### src/rtl/hazard_ctrl_mc.sv
// Hazard controller for the 5-stage RISC-V pipeline: forwarding, load-use, branch, mul/div busy FSM
// and data-memory wait stalls. Define HAZ_PERF_EN to build the saturating stall/flush counters.
module hazard_ctrl_mc #(
    parameter int unsigned REG_AW = 5,
    parameter int unsigned MD_LAT = 4,
    parameter int unsigned CNT_W  = 4
) (
    input  logic              clk,
    input  logic              reset_n,
    input  logic [REG_AW-1:0] Rs1D,
    input  logic [REG_AW-1:0] Rs2D,
    input  logic              Rs1UsedD,
    input  logic              Rs2UsedD,
    input  logic [REG_AW-1:0] Rs1E,
    input  logic [REG_AW-1:0] Rs2E,
    input  logic [REG_AW-1:0] RdE,
    input  logic [REG_AW-1:0] RdM,
    input  logic [REG_AW-1:0] RdW,
    input  logic              ResultSrcE0,
    input  logic              RegWriteM,
    input  logic              RegWriteW,
    input  logic              PCSrcE,
    input  logic              MdStartE,
    input  logic              MemReqM,
    input  logic              DMemReadyM,
    output logic              StallF,
    output logic              StallD,
    output logic              StallE,
    output logic              StallM,
    output logic              FlushD,
    output logic              FlushE,
    output logic              FlushM,
    output logic              FlushW,
    output logic [1:0]        ForwardAE,
    output logic [1:0]        ForwardBE,
    output logic              MdBusy,
    output logic [31:0]       StallCnt,
    output logic [31:0]       FlushCnt
);

    typedef enum logic [1:0] {StIdle, StBusy, StDone} md_state_e;

    md_state_e        r_state;
    logic [CNT_W-1:0] r_cnt;
    logic             r_md_busy;

    logic w_mem_wait;
    logic w_md_stall;
    logic w_hold_e;
    logic w_lw_hit;
    logic w_lw_stall;
    logic w_branch;
    logic w_stall_fd;
    logic w_flush_d;
    logic w_flush_e;
    logic w_flush_m;

    function automatic logic [1:0] fwd_sel(input logic [REG_AW-1:0] rs,
                                           input logic [REG_AW-1:0] rd_m,
                                           input logic              we_m,
                                           input logic [REG_AW-1:0] rd_w,
                                           input logic              we_w);
        if (rs != '0 && we_m && rs == rd_m) begin
            return 2'b10;
        end else if (rs != '0 && we_w && rs == rd_w) begin
            return 2'b01;
        end
        return 2'b00;
    endfunction

    assign w_mem_wait = MemReqM & ~DMemReadyM;
    assign w_md_stall = ((r_state == StIdle) & MdStartE) | (r_state == StBusy);
    assign w_hold_e   = w_mem_wait | w_md_stall;

    assign w_lw_hit   = ResultSrcE0 & (RdE != '0) &
                        ((Rs1UsedD & (RdE == Rs1D)) | (Rs2UsedD & (RdE == Rs2D)));
    assign w_lw_stall = w_lw_hit & ~w_hold_e;
    // A held E stage keeps its branch; it is acted on once E advances.
    assign w_branch   = PCSrcE & ~w_hold_e;

    assign w_stall_fd = w_hold_e | w_lw_stall;
    assign w_flush_d  = w_branch & ~w_stall_fd;
    assign w_flush_e  = (w_lw_stall | w_branch) & ~w_hold_e;
    assign w_flush_m  = w_md_stall & ~w_mem_wait;

    // All stage controls are forced inactive while reset is asserted.
    assign StallF    = reset_n & w_stall_fd;
    assign StallD    = reset_n & w_stall_fd;
    assign StallE    = reset_n & w_hold_e;
    assign StallM    = reset_n & w_mem_wait;
    assign FlushD    = reset_n & w_flush_d;
    assign FlushE    = reset_n & w_flush_e;
    assign FlushM    = reset_n & w_flush_m;
    assign FlushW    = reset_n & w_mem_wait;
    assign ForwardAE = reset_n ? fwd_sel(Rs1E, RdM, RegWriteM, RdW, RegWriteW) : 2'b00;
    assign ForwardBE = reset_n ? fwd_sel(Rs2E, RdM, RegWriteM, RdW, RegWriteW) : 2'b00;
    assign MdBusy    = r_md_busy;

    // Mul/div sequencer; BUSY runs to completion regardless of MdStartE.
    always_ff @(posedge clk or negedge reset_n) begin
        if (!reset_n) begin
            r_state   <= StIdle;
            r_cnt     <= '0;
            r_md_busy <= 1'b0;
        end else begin
            case (r_state)
                StIdle: begin
                    if (MdStartE) begin
                        r_state   <= StBusy;
                        r_cnt     <= CNT_W'(MD_LAT - 1);
                        r_md_busy <= 1'b1;
                    end
                end
                StBusy: begin
                    if (r_cnt != '0) begin
                        r_cnt <= r_cnt - CNT_W'(1);
                    end else begin
                        r_state <= StDone;
                    end
                end
                StDone: begin
                    if (!w_mem_wait) begin
                        r_state   <= StIdle;
                        r_md_busy <= 1'b0;
                    end
                end
                default: begin
                    r_state   <= StIdle;
                    r_md_busy <= 1'b0;
                end
            endcase
        end
    end

`ifdef HAZ_PERF_EN
    logic [31:0] r_stall_cnt;
    logic [31:0] r_flush_cnt;

    always_ff @(posedge clk or negedge reset_n) begin
        if (!reset_n) begin
            r_stall_cnt <= '0;
            r_flush_cnt <= '0;
        end else begin
            if (w_stall_fd && r_stall_cnt != 32'hFFFF_FFFF) begin
                r_stall_cnt <= r_stall_cnt + 32'd1;
            end
            if ((w_flush_d | w_flush_e | w_flush_m) && r_flush_cnt != 32'hFFFF_FFFF) begin
                r_flush_cnt <= r_flush_cnt + 32'd1;
            end
        end
    end

    assign StallCnt = r_stall_cnt;
    assign FlushCnt = r_flush_cnt;
`else
    assign StallCnt = 32'h0;
    assign FlushCnt = 32'h0;
`endif

endmodule

### config.mk
export PLATFORM = sky130hd
export DESIGN_NAME = hazard_ctrl_mc
export DESIGN_NICKNAME = d
export VERILOG_FILES = /design/src/rtl/hazard_ctrl_mc.sv
export SDC_FILE = /design/constraint.sdc
export NUM_CORES = 1
export LEC_CHECK = 0
export ABC_AREA = 0
export CAP_MARGIN = 20
export CORE_MARGIN = 2
export CORE_UTILIZATION = 34
export DETAILED_ROUTE_END_ITERATION = 7
export PLACE_DENSITY = 0.95
export SYNTH_ARGS = -nofsm -noshare
export SYNTH_HDL_FRONTEND = slang
export SYNTH_SLANG_ARGS = --single-unit
### constraint.sdc
create_clock -name clk -period 4.6 [get_ports clk]
set_input_delay 0.92 -clock clk [delete_from_list [all_inputs] [get_ports clk]]
set_output_delay 0.92 -clock clk [all_outputs]
set_load 0.01 [all_outputs]
==> summary.txt, run 1 <==
Outcome
  • Status: completed

STA
  • Final setup fails: 0
  • Tmin final: 3.91 ns
  • Fin worst setup slack: 0.693 ns
  • Final hold violation count: 0
  • Final period util: 0.849
  • RSZ-0062 raised after global routing: no
  • TNS Setup: 0 ns
  • Fmax: 0.256 GHz
  • Slew Limit Fails: 0
  • Setup Skew: 0.000908 ns

Synth
  • Largest area contributor in the netlist: buf_4
  • Synth top cells by count: buf_4 (66), xnor2_1 (18), xor2_1 (12)
  • Count leader, synth: buf_4
  • Post-synthesis async set-or-reset flop share: 1.00
  • Largest family of logic cells by synthesized area: buffers and inverters
  • Mapped Cells: 171
  • Post-synthesis compound-gate area fraction: 0.0894
  • Post-synth EDFFs: 0
  • Yosys cell types: 33
  • Post-synth top flop: dfrtp_1
  • XOR/XNOR share of the synthesized area: 0.190
  • Post-synth top area share: 0.358
  • Multiplexer share of the synthesized area: 0.00813
  • Synth area leaders: buf_4 (36%), dfrtp_1 (13%), xnor2_1 (11%), xor2_1 (7.6%), nor4_2 (3.6%)
  • Netlist area before placement: 1390 um^2
  • Syn avg cell area: 8.10 um^2
  • Sequential element share of the synthesized area: 0.126
  • Post-Synth Adder-Cell Area: 0.0181
  • Synth Area in Simple Gates: 0.189
  • Yosys Warn Count: 0
  • Synth Register Bits: 7

CTS
  • CTS Buf Count: 3
  • Worst skew pair latency: 0.22 ns
  • Post-CTS Setup Inserts: 0
  • Clock-pin slew on the worst setup and hold paths: 0.04 ns
  • Htree depth: 1
  • CTS hold repair buffers: 0
  • CTS tree: done
  • CTS sink count: 7
  • Clock root buffer: clkbuf_8
  • Clk buf depth: 2
  • PostCTS Resize Cnt: 0

Hold path
  • Worst Hold End: MdBusy
  • Min-delay src: MdBusy
  • Hold Crit Depth: 2
  • Type of the worst min-delay path: reg2reg

Place
  • Placed Cells: 275
  • Number of port buffers: 58
  • DP HPWL: 2620 um
  • Post-placement setup slack: 0.674 ns
  • Routability cong.: 0.709

Detailed routing
  • Via-to-Cell Ratio: 4.14
  • Final wirelength: 2990 um
  • DR WL/cell: 10.7 um
  • Vias: 1154
  • Antenna Nets Post-Route: 0
  • DRC marker count from the first detailed-route iteration: 48
  • DRC: 0
  • Drt pass-1 iters: 4

Critical path
  • Worst path cell trace: clkdlybuf4s50_1, or4_4, nor2_4, nor4_2, nor4_2, clkdlybuf4s50_1
  • CP Class: in2out
  • CP endpoint kind: primary output
  • FF-to-FF Start: r_cnt[0]
  • Reg2reg path depth: 6
  • Critical-path top delay cell: clkdlybuf4s50_1
  • CP arrival: 2.99 ns
  • Critical Path Max Stage Delay: 0.58 ns
  • WP buf/inv: 2
  • Worst path required time: 3.68 ns
  • Family with the most delay on the worst path: buffers and inverters
  • RR Endpoint: r_cnt[0]
  • R2r setup slk: 2.94 ns
  • Max Fanout on Critical Path: 3
  • Setup crit start kind: primary input

Finish
  • P&R area growth vs syn: 31.0%
  • Layout cells sized above 1: 0.0742
  • Final #Nets: 278
  • Fin cells: 279
  • Fill cells: 407
  • Diodes inserted: 0

Floorplanning
  • Die X: 67.8 um
  • I/O pin cnt: 123
  • Die H: 67.8 um
  • Row Count: 23
  • Die Area: 4600 um^2
  • Initial Util: 0.349
  • Core Region: 3970 um^2

Pwr
  • Pleak: 0.773 nW
  • Total Power: 0.000467 W
  • Pwr/cell area: 257 nW/um^2
  • Worst vdd ir: 0.0982 mV

GRT
  • Met3 Usage GRT: 0.0230
  • GRT met2 Usage: 0.216
  • Initial antenna violation count: 0
  • First-pass GRT wire length: 4300 um
  • Grt ovf: 0
  • Total track usage: 0.119
  • Largest net degree at the start of global routing: 12
  • Busiest grt layer: met2
  • GR Util met1: 0.138
  • Vias in the first global route: 1012

Run
  • Max Cap Violations: 0
## cells by family (layout without fill, tap and decap cells)
family,after synthesis,count (layout)
XOR/XNOR,30,30
buffers and inverters,73,68
multiplexers,1,1
other,1,64
adder cells (fa/ha/maj),2,2
AND/OR/NAND/NOR,38,38
AO/OA/AOI/OAI,19,19
flip-flops,7,7
## tightest hold or removal path, cell delays in order, from the launching register on
cell	delay [ns]
dfrtp_1	0.36
nand2_1	0.05
o21ai_0	0.06
## routing by layer
layer,up-vias,wire length [um]
met2,69,1590
li1,558,-
met4,0,48
met3,6,263
met5,-,0
met1,521,1090
## how the worst max path moves through the flow
stage | start | slack [ns] | end | cells after the start
floorplan | RdE[1] | 1.71 | StallF | 5
global placement | Rs1E[1] | 0.67 | ForwardAE[0] | 6
detailed placement | Rs2E[1] | 0.67 | ForwardBE[0] | 6
CTS | Rs1E[1] | 0.66 | ForwardAE[0] | 6
global route | Rs1E[1] | 0.61 | ForwardAE[0] | 6
finish | Rs2E[1] | 0.69 | ForwardBE[0] | 6
## layout make-up
class | count | area, um^2 | share of cell area
Clock buffer | 4 | 45.0 | 0.0248
Inverter | 5 | 18.8 | 0.0103
Multi-Input combinational cell | 154 | 925 | 0.510
Sequential cell | 7 | 175 | 0.0966
Tap cell | 50 | 62.6 | 0.0345
Timing Repair Buffer | 59 | 588 | 0.324
## placed cells by master (no fill, tap or decap), types with 2 or more instances in the layout
cell type | Yosys | routed
xor2_1 | 12 | 12
conb_1 | 1 | 64
xnor2_1 | 18 | 18
nor4_2 | 4 | 4
a21oi_1 | 5 | 5
clkbuf_8 | 0 | 3
nor4_1 | 4 | 4
nand3_1 | 2 | 2
o21ai_0 | 6 | 6
nor2_4 | 2 | 2
dfrtp_1 | 7 | 7
nand2_1 | 7 | 7
ha_1 | 2 | 2
inv_1 | 5 | 5
or4_4 | 2 | 2
a22oi_1 | 2 | 2
nor2_1 | 4 | 4
clkdlybuf4s50_1 | 0 | 58
nand4_1 | 6 | 6
## state kept, by name, summed over array words and instances (netlist names)
signal	cells
MdBusy	1
r_state	2
r_cnt	4
## through the flow
step,utilization,area [um^2],hold WS [ns]
final,0.457,1810,0.514
after global routing,0.457,1810,0.567
after CTS,0.457,1810,0.523
after detailed placement,0.445,1770,0.513
after global placement,0.445,1770,0.487
after floorplan,-,1620,0.512
## report_power, final
| part | switching [W] | internal [W] | leakage, nW |
|---|---|---|---|
| Clock | 0.0000264 | 0.0000599 | 0.0228 |
| Sequential | 0.0000296 | 0.0000897 | 0.0825 |
| Combinational | 0.000131 | 0.000130 | 0.667 |
| Total | 0.000187 | 0.000280 | 0.773 |
Power figures use the tool's default switching activity.
==> run 2: changes to the inputs <==
Settings changed: CORE_UTILIZATION 34 to 32, PLACE_DENSITY 0.95 to 0.91.
Clock period 4.6 ns to 3.6 ns, I/O delays scaled along.
==> run 2 against run 1 <==
Hold slack lost 0.0043 ns; first-iteration DRC count shrank 35%; sequential power grew 28%; core utilization shrank 0.55 points; clock skew is essentially flat; sequential share of layout area shrank 0.16 points; global-route usage grew 0.39 points.
==> summary.txt, run 2 (synthesis gave the netlist of run 1 again) <==
Outcome
  • Status: completed

Critical path
  • CP endpoint kind: primary output
  • Worst path required time: 2.88 ns (-0.80 ns)
  • Max Fanout on Critical Path: 3 (unchanged)
  • Setup crit start kind: primary input
  • CP Class: in2out
  • R2r setup slk: 1.97 ns (-0.97 ns)
  • CP arrival: 2.78 ns (-0.21 ns)
  • Reg2reg path depth: 6 (unchanged)

GRT
  • Grt ovf: 0 (unchanged)
  • Vias in the first global route: 1149 (+14%)
  • Initial antenna violation count: 0 (unchanged)
  • Largest net degree at the start of global routing: 17 (+5)
  • Total track usage: 0.123 (+0.00392)
  • First-pass GRT wire length: 4890 um (+14%)

Finish
  • Fill cells: 406 (-0.25%)
  • P&R area growth vs syn: 33.2%
  • Largest register FFs: 4 (unchanged)
  • Final #Nets: 282 (+1.4%)
  • Reg area: 175 um^2 (unchanged)
  • Top reg by flops: r_cnt
  • Diodes inserted: 0 (unchanged)
  • Multi-input gate area: 925 um^2 (unchanged)
  • Most frequent cells in the layout: conb_1 (64), clkdlybuf4s50_1 (58), xnor2_1 (18)
  • Layout cells sized above 1: 0.0901 (+0.0159)
  • Most common cell after layout, fill and taps aside: conb_1

CTS
  • CTS Buf Count: 3 (unchanged)
  • Clock root buffer: clkbuf_8
  • CTS sink count: 7 (unchanged)
  • Clk buf depth: 2 (unchanged)
  • CTS tree: done
  • Htree depth: 1 (unchanged)
  • PostCTS Resize Cnt: 0 (unchanged)
  • Post-CTS Setup Inserts: 0 (unchanged)
  • CTS hold repair buffers: 0 (unchanged)
  • Clock-pin slew on the worst setup and hold paths: 0.04 ns (about the same)
  • Worst skew pair latency: 0.23 ns (about the same)

Floorplanning
  • I/O pin cnt: 123 (unchanged)
  • Die H: 69.8 um (+2.9%)
  • Initial Util: 0.339 (-0.00982)
  • Die X: 69.8 um (+2.9%)
  • Row Count: 23 (unchanged)
  • Die Area: 4870 um^2 (+5.9%)
  • Core Region: 4090 um^2 (+2.9%)

Pwr
  • Worst vdd ir: 0.124 mV (+26%)
  • Switching share of power: 0.399 (-0.00145)
  • Pwr/cell area: 330 nW/um^2 (+28%)
  • Flop pwr share: 0.250 (-0.006)
  • Combinational power share: 0.563 (+0.004)
  • Int Pwr: 0.000366 W (+31%)
  • Pleak: 0.792 nW (+2.5%)
  • Clock power share: 0.186 (about the same)
  • P_sw: 0.000242 W (+30%)
  • Total Power: 0.000608 W (+30%)

STA
  • Final period util: 0.973
  • Fmax: 0.285 GHz
  • Tmin final: 3.50 ns
  • Setup Skew: 0.00101 ns (+0.000104 ns)
  • Final setup fails: 0 (unchanged)
  • TNS Setup: 0 ns (unchanged)
  • Final hold violation count: 0 (unchanged)
  • Slew Limit Fails: 0 (unchanged)
  • RSZ-0062 raised after global routing: no

Detailed routing
  • DR WL/cell: 11.4 um (+6.2%)
  • DRC marker count from the first detailed-route iteration: 31 (-35%)
  • Antenna Nets Post-Route: 0 (unchanged)
  • Via-to-Cell Ratio: 4.20 (+1.6%)
  • Vias: 1189 (+3.0%)
  • Final wirelength: 3220 um (+7.7%)
  • Drt pass-1 iters: 4 (unchanged)
  • DRC: 0 (unchanged)

Place
  • Number of port buffers: 58 (unchanged)
  • Routability cong.: 0.838 (+18%)
  • DP HPWL: 2850 um (+8.8%)

Hold path
  • Type of the worst min-delay path: reg2reg
  • Hold Crit Depth: 2 (unchanged)

Run
  • Max Cap Violations: 0 (unchanged)
==> run 2: cell types whose count changed in the layout (fill, tap and decap cells not counted), sizes merged <==
| cell | change |
|---|---|
| buf | +4 |
==> run 2: cell type report <==
type                            count  area share
Tap cell                           50      0.0339
Multi-Input combinational cell    154       0.501
Sequential cell                     7      0.0950
Timing Repair Buffer               63       0.335
Inverter                            5      0.0102
Clock buffer                        4      0.0244
==> run 2: stage by stage <==
stage / setup WS (ns) / instance area, um^2 / utilization / hold slack, ns / instances
final: 0.0964 / 1840 / 0.451 / 0.510 / 283
after CTS: 0.0779 / 1840 / 0.451 / 0.518 / 283
after detailed placement: 0.0930 / 1800 / 0.440 / 0.509 / 279
after global placement: 0.140 / 1800 / 0.440 / 0.500 / 279
after floorplan: 1.11 / 1620 / - / 0.424 / 234
after global routing: 0.0398 / 1840 / 0.451 / 0.557 / 283
==> run 2: power by group through the flow <==
stage,logic [W],registers [W],clock network [W]
after CTS,0.000344,0.000152,0.000118
final,0.000343,0.000152,0.000113
after global placement,0.000331,0.000149,0
after floorplan,0.000261,0.000140,0
after global routing,0.000376,0.000157,0.000126
after detailed placement,0.000342,0.000153,0
==> run 2: worst paths after layout <==
path / start / end
max: Rs2E[2] / ForwardBE[0]
min: MdBusy / MdBusy
max reg2reg: r_cnt[0] / r_cnt[0]
min reg2reg: MdBusy / MdBusy
max in group asynchronous: reset_n / r_state[0]
min in group asynchronous: reset_n / r_cnt[3]
==> run 2: routing by layer <==
metal | vias up | routed length, um | global-route usage | share of wire
met5 | - | 0 | 0 | 0
met4 | 0 | 63 | 0.0534 | 0.020
met3 | 6 | 299 | 0.0320 | 0.093
met2 | 72 | 1810 | 0.247 | 0.56
met1 | 546 | 1050 | 0.114 | 0.33
li1 | 565 | - | - | -
==> run 2: critical path, stage by stage <==
cell             delay, ns
clkdlybuf4s50_1       0.48
or4_4                 0.56
nor2_4                0.12
nor4_2                0.06
nor4_2                0.26
clkdlybuf4s50_1       0.58
